[src/rtl/loader_pkg.sv]
// -----------------------------------------------------------------------------
// loader_pkg
// Shared definitions for the program loader.
//   - state encoding for the frame FSM; the LEN -> DATA -> CSUM framing order
//     is carried by consecutive codes
//   - MAX_LEN: largest accepted frame length for the default address width
//   - helper functions used by the loader datapath
// -----------------------------------------------------------------------------
package loader_pkg;

    localparam int ADD_WIDTH_DEF = 7;
    localparam int MAX_LEN       = 2 ** ADD_WIDTH_DEF;

    typedef logic [2:0] state_t;

    // Frame phases use consecutive codes so the framing order reads directly
    // from the encoding: LEN, then DATA, then CSUM.
    localparam state_t ST_IDLE = 3'd0;
    localparam state_t ST_LEN  = 3'd1;
    localparam state_t ST_DATA = 3'd2;
    localparam state_t ST_CSUM = 3'd3;
    localparam state_t ST_RUN  = 3'd4;
    localparam state_t ST_ERR  = 3'd5;

    // High while the loader is inside a frame and may take stream bytes.
    function automatic logic in_frame(input state_t s);
        return (s == ST_LEN) || (s == ST_DATA) || (s == ST_CSUM);
    endfunction

    // A length byte is usable when it is non-zero and fits in program memory.
    function automatic logic len_valid(input logic [31:0] len,
                                       input logic [31:0] max_len);
        return (len != 32'd0) && (len <= max_len);
    endfunction

endpackage

[src/rtl/xor_checksum.sv]
// -----------------------------------------------------------------------------
// xor_checksum
// Running XOR checksum register for the program loader.
// Ports:
//   clk    in   system clock
//   rst    in   asynchronous active-low reset
//   clr    in   clear the checksum to zero (highest priority)
//   load   in   load din as the new checksum
//   acc    in   XOR din into the checksum
//   din    in   DATA_WIDTH data byte
//   csum   out  DATA_WIDTH current checksum value
// -----------------------------------------------------------------------------
module xor_checksum #(
    parameter int DATA_WIDTH = 8
) (
    input  logic                  clk,
    input  logic                  rst,
    input  logic                  clr,
    input  logic                  load,
    input  logic                  acc,
    input  logic [DATA_WIDTH-1:0] din,
    output logic [DATA_WIDTH-1:0] csum
);

    logic [DATA_WIDTH-1:0] csum_q;
    logic [DATA_WIDTH-1:0] csum_d;

    always_comb begin
        csum_d = csum_q;
        if (clr) begin
            csum_d = '0;
        end else if (load) begin
            csum_d = din;
        end else if (acc) begin
            csum_d = csum_q ^ din;
        end
    end

    always_ff @(posedge clk or negedge rst) begin
        if (!rst) begin
            csum_q <= '0;
        end else begin
            csum_q <= csum_d;
        end
    end

    assign csum = csum_q;

endmodule

[src/rtl/program_loader.sv]
// -----------------------------------------------------------------------------
// program_loader
// Receives a framed byte stream (length, data bytes, XOR checksum) over a
// valid/ready handshake and writes the data bytes into the CPU's program
// memory at consecutive addresses from 0. The CPU is held in reset until a
// frame has been loaded and its checksum verified.
// Ports:
//   clk         in   system clock
//   rst         in   asynchronous active-low reset
//   load_start  in   one-cycle pulse; starts or restarts a frame
//   byte_in     in   DATA_WIDTH stream byte
//   byte_valid  in   byte_in valid
//   byte_ready  out  loader accepts byte_in this cycle (combinational)
//   pm_wr_en    out  program memory write strobe
//   pm_addr     out  ADD_WIDTH program memory write address
//   pm_data     out  DATA_WIDTH program memory write data
//   cpu_hold    out  CPU must be held in reset while high
//   load_done   out  frame loaded and checksum matched
//   load_error  out  frame rejected
// -----------------------------------------------------------------------------
module program_loader
    import loader_pkg::*;
#(
    parameter int ADD_WIDTH  = 7,
    parameter int DATA_WIDTH = 8
) (
    input  logic                  clk,
    input  logic                  rst,
    input  logic                  load_start,
    input  logic [DATA_WIDTH-1:0] byte_in,
    input  logic                  byte_valid,
    output logic                  byte_ready,
    output logic                  pm_wr_en,
    output logic [ADD_WIDTH-1:0]  pm_addr,
    output logic [DATA_WIDTH-1:0] pm_data,
    output logic                  cpu_hold,
    output logic                  load_done,
    output logic                  load_error
);

    // One extra bit so a full-memory length (2**ADD_WIDTH) is representable.
    localparam int          LEN_W   = ADD_WIDTH + 1;
    localparam logic [31:0] LEN_MAX = 32'(1) << ADD_WIDTH;

    state_t                state_q,    state_d;
    logic [LEN_W-1:0]      len_q,      len_d;
    logic [LEN_W-1:0]      idx_q,      idx_d;
    logic                  pm_wr_en_q, pm_wr_en_d;
    logic [ADD_WIDTH-1:0]  pm_addr_q,  pm_addr_d;
    logic [DATA_WIDTH-1:0] pm_data_q,  pm_data_d;

    logic                  accept;
    logic                  idx_last;
    logic                  csum_clr;
    logic                  csum_load;
    logic                  csum_acc;
    logic [DATA_WIDTH-1:0] csum;

    // load_start takes priority over the stream, so a byte presented in the
    // same cycle is refused rather than silently dropped.
    assign byte_ready = in_frame(state_q) && !load_start;
    assign accept     = byte_valid && byte_ready;
    assign idx_last   = (idx_q == (len_q - LEN_W'(1)));

    xor_checksum #(
        .DATA_WIDTH (DATA_WIDTH)
    ) u_csum (
        .clk  (clk),
        .rst  (rst),
        .clr  (csum_clr),
        .load (csum_load),
        .acc  (csum_acc),
        .din  (byte_in),
        .csum (csum)
    );

    always_comb begin
        state_d    = state_q;
        len_d      = len_q;
        idx_d      = idx_q;
        pm_wr_en_d = 1'b0;
        pm_addr_d  = pm_addr_q;
        pm_data_d  = pm_data_q;
        csum_clr   = 1'b0;
        csum_load  = 1'b0;
        csum_acc   = 1'b0;

        if (load_start) begin
            // Start or abort from any state. A write registered in the
            // previous cycle is already on the outputs and still completes.
            state_d  = ST_LEN;
            idx_d    = '0;
            csum_clr = 1'b1;
        end else if (accept) begin
            case (state_q)
                ST_LEN: begin
                    len_d     = byte_in[LEN_W-1:0];
                    idx_d     = '0;
                    csum_load = 1'b1;
                    state_d   = len_valid(32'(byte_in), LEN_MAX) ? ST_DATA : ST_ERR;
                end
                ST_DATA: begin
                    // Registered write: strobe appears the cycle after acceptance.
                    pm_wr_en_d = 1'b1;
                    pm_addr_d  = idx_q[ADD_WIDTH-1:0];
                    pm_data_d  = byte_in;
                    csum_acc   = 1'b1;
                    idx_d      = idx_q + LEN_W'(1);
                    if (idx_last) begin
                        state_d = ST_CSUM;
                    end
                end
                ST_CSUM: begin
                    state_d = (byte_in == csum) ? ST_RUN : ST_ERR;
                end
                default: begin
                end
            endcase
        end
    end

    always_ff @(posedge clk or negedge rst) begin
        if (!rst) begin
            state_q    <= ST_IDLE;
            len_q      <= '0;
            idx_q      <= '0;
            pm_wr_en_q <= 1'b0;
            pm_addr_q  <= '0;
            pm_data_q  <= '0;
        end else begin
            state_q    <= state_d;
            len_q      <= len_d;
            idx_q      <= idx_d;
            pm_wr_en_q <= pm_wr_en_d;
            pm_addr_q  <= pm_addr_d;
            pm_data_q  <= pm_data_d;
        end
    end

    assign pm_wr_en   = pm_wr_en_q;
    assign pm_addr    = pm_addr_q;
    assign pm_data    = pm_data_q;

    // The CPU runs only in RUN; every other state keeps it in reset. Writes
    // can only follow DATA acceptances, which all precede RUN.
    assign cpu_hold   = (state_q != ST_RUN);
    assign load_done  = (state_q == ST_RUN);
    assign load_error = (state_q == ST_ERR);

endmodule

[config.mk]
export PLATFORM = sky130hd
export DESIGN_NAME = program_loader
export DESIGN_NICKNAME = d
export VERILOG_FILES = /design/src/rtl/loader_pkg.sv /design/src/rtl/xor_checksum.sv /design/src/rtl/program_loader.sv
export SDC_FILE = /design/constraint.sdc
export NUM_CORES = 1
export LEC_CHECK = 0
export ABC_AREA = 1
export CAP_MARGIN = 10
export CORE_MARGIN = 4
export CORE_UTILIZATION = 40
export CTS_BUF_LIST = sky130_fd_sc_hd__clkbuf_8
export DETAILED_ROUTE_END_ITERATION = 16
export PLACE_DENSITY_LB_ADDON = 0.2
export SLEW_MARGIN = 10
export SYNTH_ARGS = -nofsm -noshare
export SYNTH_HDL_FRONTEND = slang
export SYNTH_SLANG_ARGS = --single-unit
[constraint.sdc]
create_clock -name clk -period 2.36 [get_ports clk]
set_input_delay 0.59 -clock clk [delete_from_list [all_inputs] [get_ports clk]]
set_output_delay 0.59 -clock clk [all_outputs]
set_load 0.01 [all_outputs]
# Word-level counts from Yosys, hierarchy flattened
# Cells that the tools add are included.
# word_totals
register_bits,43
input_bits,12
output_inout_bits,20
elab_cells,55
# op_classes
addsub,2
order_cmp,1
n_eq_ne,9
n_mux,19
n_bitwise,2
reduce_logical,15
# ops
operator,count
$mux W8,5
$eq A8 B8 Y1,2
$pmux W8 S2,1
$mux W3,4
$pmux W3 S3,1
$reduce_and A3 Y1,3
$add A8 B1 Y8 const B,1
$le A8 B8 Y1 const B,1
$mux W1,8
$reduce_bool A8 Y1,1
$sub A8 B1 Y8 const B,1
$xor A8 B8 Y8,1
$eq A3 B2 Y1 const B,2
$eq A3 B3 Y1 const B,2
$ne A3 B3 Y1 const B,2
$reduce_bool A3 Y1,2
$reduce_bool A4 Y1,1
$eq A3 B1 Y1 const B,1
$logic_and A1 B1 Y1,3
$logic_or A1 B1 Y1,2
$reduce_and A2 Y1,1
$reduce_bool A2 Y1,1
$logic_not A1 Y1,1
$not A1 Y1,1

# Longest topological paths before layout
# logic_depth
word_depth,10
ltp_mapped,14
ltp_nobuf,14

# Cells and area by module
# From an unflattened synthesis, not the netlist that was laid out.
# unflattened
cells_unflattened,317
hier_area_um2,2384.8
# modules_own_cells
mod,instances,cells_each,area_each_um2,seq_area_each_um2
program_loader,1,248,1915.6,875.8
xor_checksum,1,69,469.2,200.2

# Worst setup path after synthesis
# OpenSTA, ideal clock, no wires.
# synth_path
kind,in2reg
from,in load_start
to,reg idx_q[4]
setup_ns,0.119
arrival_time_ns,1.561
required_ns,2.241
setup_slack_ns,0.681
cell_stages,7
path_buffers,2
path_cell_list,buf_6 nor4_4 nand2_2 nand2_2 nor2_4 buf_6 o21a_1
# synth_between
elab_chain_len,5
word_cells_on_any_way,7
classes_between,mux: 1; reduce/logical: 6
# synth_rtl
item,line,text
start: declaration,program_loader.sv:29,"input logic load_start,"
$logic_not A1 Y1,program_loader.sv:61,assign byte_ready = in_frame(state_q) && !load_start;
$logic_and A1 B1 Y1,program_loader.sv:61,
$logic_and A1 B1 Y1,program_loader.sv:62,assign accept = byte_valid && byte_ready;
$reduce_bool A2 Y1 (no line),-,
$reduce_and A2 Y1 (no line),-,
end signal: assignment,program_loader.sv:133,idx_q <= idx_d;
end: declaration,program_loader.sv:47,"logic [LEN_W-1:0] idx_q, idx_d;"
# Parallel ways exist; a longest one is shown, timed or not.
# A chain may end at the register's enable or synchronous reset.

# Final worst setup path
# layout_path
from,reg state_q[0]
to,out load_done
# layout_between
elab_chain_len,1
# layout_rtl
item,line,text
start: declaration,program_loader.sv:45,"state_t state_q, state_d;"
start signal: assignment,program_loader.sv:131,state_q <= state_d;
$eq A3 B3 Y1,program_loader.sv:147,assign load_done = (state_q == ST_RUN);
end: declaration,program_loader.sv:37,"output logic load_done,"
# Every way passes these cells.

==> reports/results.md <==
| Metric | This run | Unit |
|:---|:---|:---|
| Commonest cells post-synth | 70 x sky130_fd_sc_hd__nand2_1, 43 x sky130_fd_sc_hd__dfrtp_1, 34 x sky130_fd_sc_hd__inv_1 | - |
| Launching element type of the critical path | flip-flop | - |
| Transition at the pin with the smallest max-transition slack | 0.530 | ns |
| Most common cell in the netlist | sky130_fd_sc_hd__nand2_1 | - |
| Endpoints failing hold | 0 | - |
| Number of global-route vias before repair | 1880 | - |
| Vias per inst | 4.80 | - |
| Iteration-0 DRC count of the detailed router | 88 | - |
| CTS Buf Count | 5 | - |
| Final routed DRC violation total | 0 | - |
| Largest net degree at the start of global routing | 44 | - |
| Worst Path Buf+Inv | 2 | - |
| Diodes inserted | 0 | - |
| Flip-flop and latch count after synthesis | 43 | - |
| IR drop worst, VDD | 0.406 | mV |
| RSZ-0062 raised after global routing | no | - |
| Cell count after synthesis | 290 | - |
| Number of buffers between clock root and the deepest sink | 2 | - |
| Routed WL per cell | 12.1 | µm |
| CTS clock-pin slew for the worst setup and hold paths | 0.07 | ns |
| Synthesized area divided by synthesized cell count | 8.00 | µm² |
| Most used DFF post-synth | sky130_fd_sc_hd__dfrtp_1 | - |
| Worst hold path class | in2async | - |
| Top cells by area in the synthesized netlist | sky130_fd_sc_hd__dfrtp_1 46%, sky130_fd_sc_hd__nand2_1 11%, sky130_fd_sc_hd__inv_1 5.5% | - |
| Area growth from synthesis to layout | 19.6 | % |
| Via Count | 1906 | - |
| Proportion of netlist area held by the largest area contributor | 46.4 | % |
| Library cell occupying the most area in the post-synthesis netlist | sky130_fd_sc_hd__dfrtp_1 | - |
| Worst path arrival time | 1.65 | ns |
| Clock network latency to the later pin of the worst-skew pair | 0.29 | ns |
| Critical setup path kind | reg2out | - |
| Sum of overflow across all layers after global routing | 0 | - |
| Critical path cell sequence | nor2_4, inv_1, nor2_1, clkdlybuf4s50_1 | - |
| Pwr/cell area | 819 | mW/mm² |
| Max Clock Skew | 0.00377 | ns |
| Count of port buffers added during placement | 31 | - |
| Number of cells after detailed placement | 391 | - |
| Remaining max-slew budget at the tightest pin | 64.7 | % |
| Maxcap violations | 0 | - |
| Tmin final | 2.24 | ns |
| GPL Wtd Cong | 0.822 | - |
| Launch point of the critical path | state_q[0]$_DFFE_PN0P_ | - |
| Worst reg2reg path startpoint | len_q[0]$_DFFE_PN0P_ | - |
| Maximum frequency from static timing analysis | 0.446 | GHz |
| Cell at the root of the clock tree | sky130_fd_sc_hd__clkbuf_8 | - |
| Number of nets in the synthesized netlist | 304 | - |
| Synth Warn # | 0 | - |
| Post-Route WL | 4810 | µm |
| GRT Util Overall | 14.4 | % |
| Result of the run | complete, no violations | - |
| Post-route total power | 0.00227 | W |
| Number of fillers in the final layout | 557 | - |
| Setup violations, final | 0 | - |
| Portion of the post-synthesis area used by sequential elements | 46.4 | % |
| Die Footprint | 0.00708 | mm² |
| Setup WS pre-CTS | -0.00963 | ns |
| Total negative slack | 0 | ns |
| Top Ports | 32 | - |
| Setup Buffers After CTS | 0 | - |
| Number of library cell types mapped by synthesis | 29 | - |
| Die width | 84.2 | µm |
| Placement row count | 27 | - |
| Syn Std Cell Area | 0.00232 | mm² |
| Setup slack of the critical path after layout | 0.118 | ns |
| Crit path max-delay family | buffers and inverters | - |
| Wire length of the first global-routing pass | 8400 | µm |
| CP endpoint kind | primary output | - |
| Antenna-violating nets left | 0 | - |
| Hold slack final | 0.365 | ns |
| TritonCTS sink count | 43 | - |
| Maximum single-stage delay on the critical path | 0.55 | ns |
| Placeable Area | 0.00557 | mm² |
| Number of enable-type register cells in the synthesized netlist | 0 | - |
| Biggest fanout along the worst timing path | 5 | - |
| Fin. max-slew vios | 0 | - |
| Fin crit share | 95.0 | % |
| FFs w/ async S/R, synth | 100 | % |
| 1st-pass router iterations | 4 | - |
| Static leakage | 1.32 | nW |
| Effective utilization at floorplan | 41.6 | % |
| Post-route insts no fill | 397 | - |
| Share of cells above drive strength 1 | 9.23 | % |
| Number of levels in the clock H-tree | 2 | - |
| Number of antenna violations at the first check in global routing | 0 | - |
| Cell type of the slowest stage on the worst timing path | sky130_fd_sc_hd__clkdlybuf4s50_1 | - |
| Die extent in y | 84.2 | µm |
| Net count reported at finish | 340 | - |
| CTS tree | done | - |
| HPWL reported at the end of detailed placement | 3590 | µm |
| Required time at the worst-slack endpoint | 1.77 | ns |
==> worst register-to-register path, stage by stage (launching register included) <==
cell and delay [ns]:
sky130_fd_sc_hd__dfrtp_1 0.38, sky130_fd_sc_hd__inv_1 0.14, sky130_fd_sc_hd__ha_1 0.24, sky130_fd_sc_hd__nand3_1 0.17
sky130_fd_sc_hd__o21ai_0 0.18, sky130_fd_sc_hd__nand3_1 0.09, sky130_fd_sc_hd__nor2_1 0.12, sky130_fd_sc_hd__nand3_1 0.07
sky130_fd_sc_hd__nand2_1 0.09, sky130_fd_sc_hd__nand2_1 0.06, sky130_fd_sc_hd__nand2_1 0.05, sky130_fd_sc_hd__nand2_1 0.05
==> metrics by stage <==
stage               area, µm²  util, %
floorplan                2320        -
global placement         2700     48.4
detailed placement       2700     48.4
CTS                      2770     49.7
global route             2780     49.8
finish                   2780     49.8
==> final timing paths <==
kind                            depth (start not counted)                     end  slack [ns]
max in group asynchronous                               2  state_q[0]$_DFFE_PN0P_        1.61
worst min register to register                          2  pm_addr[6]$_DFFE_PN0P_        0.48
worst max register to register                         11  state_q[0]$_DFFE_PN0P_        0.64
min in group clk                                        2  pm_addr[6]$_DFFE_PN0P_        0.48
worst max-delay path                                    4               load_done        0.12
worst min-delay path                                    2  pm_addr[3]$_DFFE_PN0P_        0.37
==> cell families (layout without fill, tap and decap cells) <==
logic type	count (synthesis)	after routing	share of synthesized area [%]
buffers and inverters	45	80	8.68
AND/OR/NAND/NOR	131	131	24.8
adder cells (fa/ha/maj)	2	2	1.08
AO/OA/AOI/OAI	55	55	13.8
flip-flops	43	43	46.4
XOR/XNOR	14	14	5.29
==> sequential cells by signal (all words and copies together) (netlist names) <==
name	count
idx_q	8
len_q	8
pm_addr	7
pm_data	8
pm_wr_en	1
state_q	3
u_csum.csum	8
==> cells in the final DEF, fill, tap and decap left out, types with 2 or more instances in the layout <==
| cell type | n |
|---|---|
| sky130_fd_sc_hd__nand2_1 | 70 |
| sky130_fd_sc_hd__dfrtp_1 | 42 |
| sky130_fd_sc_hd__inv_1 | 35 |
| sky130_fd_sc_hd__clkdlybuf4s50_1 | 29 |
| sky130_fd_sc_hd__nor2_1 | 27 |
| sky130_fd_sc_hd__o21ai_0 | 25 |
| sky130_fd_sc_hd__nand3_1 | 13 |
| sky130_fd_sc_hd__xor2_1 | 10 |
| sky130_fd_sc_hd__nor3_1 | 9 |
| sky130_fd_sc_hd__o21ai_1 | 8 |
| sky130_fd_sc_hd__a21oi_1 | 6 |
| sky130_fd_sc_hd__buf_4 | 6 |
| sky130_fd_sc_hd__o21bai_1 | 5 |
| sky130_fd_sc_hd__clkbuf_8 | 5 |
| sky130_fd_sc_hd__nand2_2 | 4 |
| sky130_fd_sc_hd__xnor2_1 | 4 |
| sky130_fd_sc_hd__a21oi_2 | 4 |
| sky130_fd_sc_hd__inv_2 | 3 |
| sky130_fd_sc_hd__nor2_4 | 3 |
| sky130_fd_sc_hd__nand4_1 | 3 |
| sky130_fd_sc_hd__o21a_1 | 3 |
| sky130_fd_sc_hd__ha_1 | 2 |
==> where the power goes <==
group | internal, W | switching (W)
logic | 0.000381 | 0.000467
clock network | 0.000193 | 0.000232
registers | 0.000889 | 0.000112
total | 0.00146 | 0.000811
==> layout make-up <==
cell class,instances,area (µm²),area share [%]
sequential,43,1080,38.8
multi-input combinational,202,1050,37.7
timing repair buffer,37,349,12.6
inverter,37,139,5.00
tap,72,90.1,3.25
clock buffer,5,68.8,2.48
clock inverter,1,3.75,0.135
==> timing repair <==
item	CTS	global route
hold buffers	0	0
resized for setup	1	2
cloned	0	0
endpoints found under the setup margin	1	2
==> metal layers <==
metal,share of wire (%),GRT usage (%)
met5,0,0
met2,45,24.2
met3,3.6,3.04
met4,1.9,5.41
met1,49,18.3
Power figures use the tool's default switching activity.
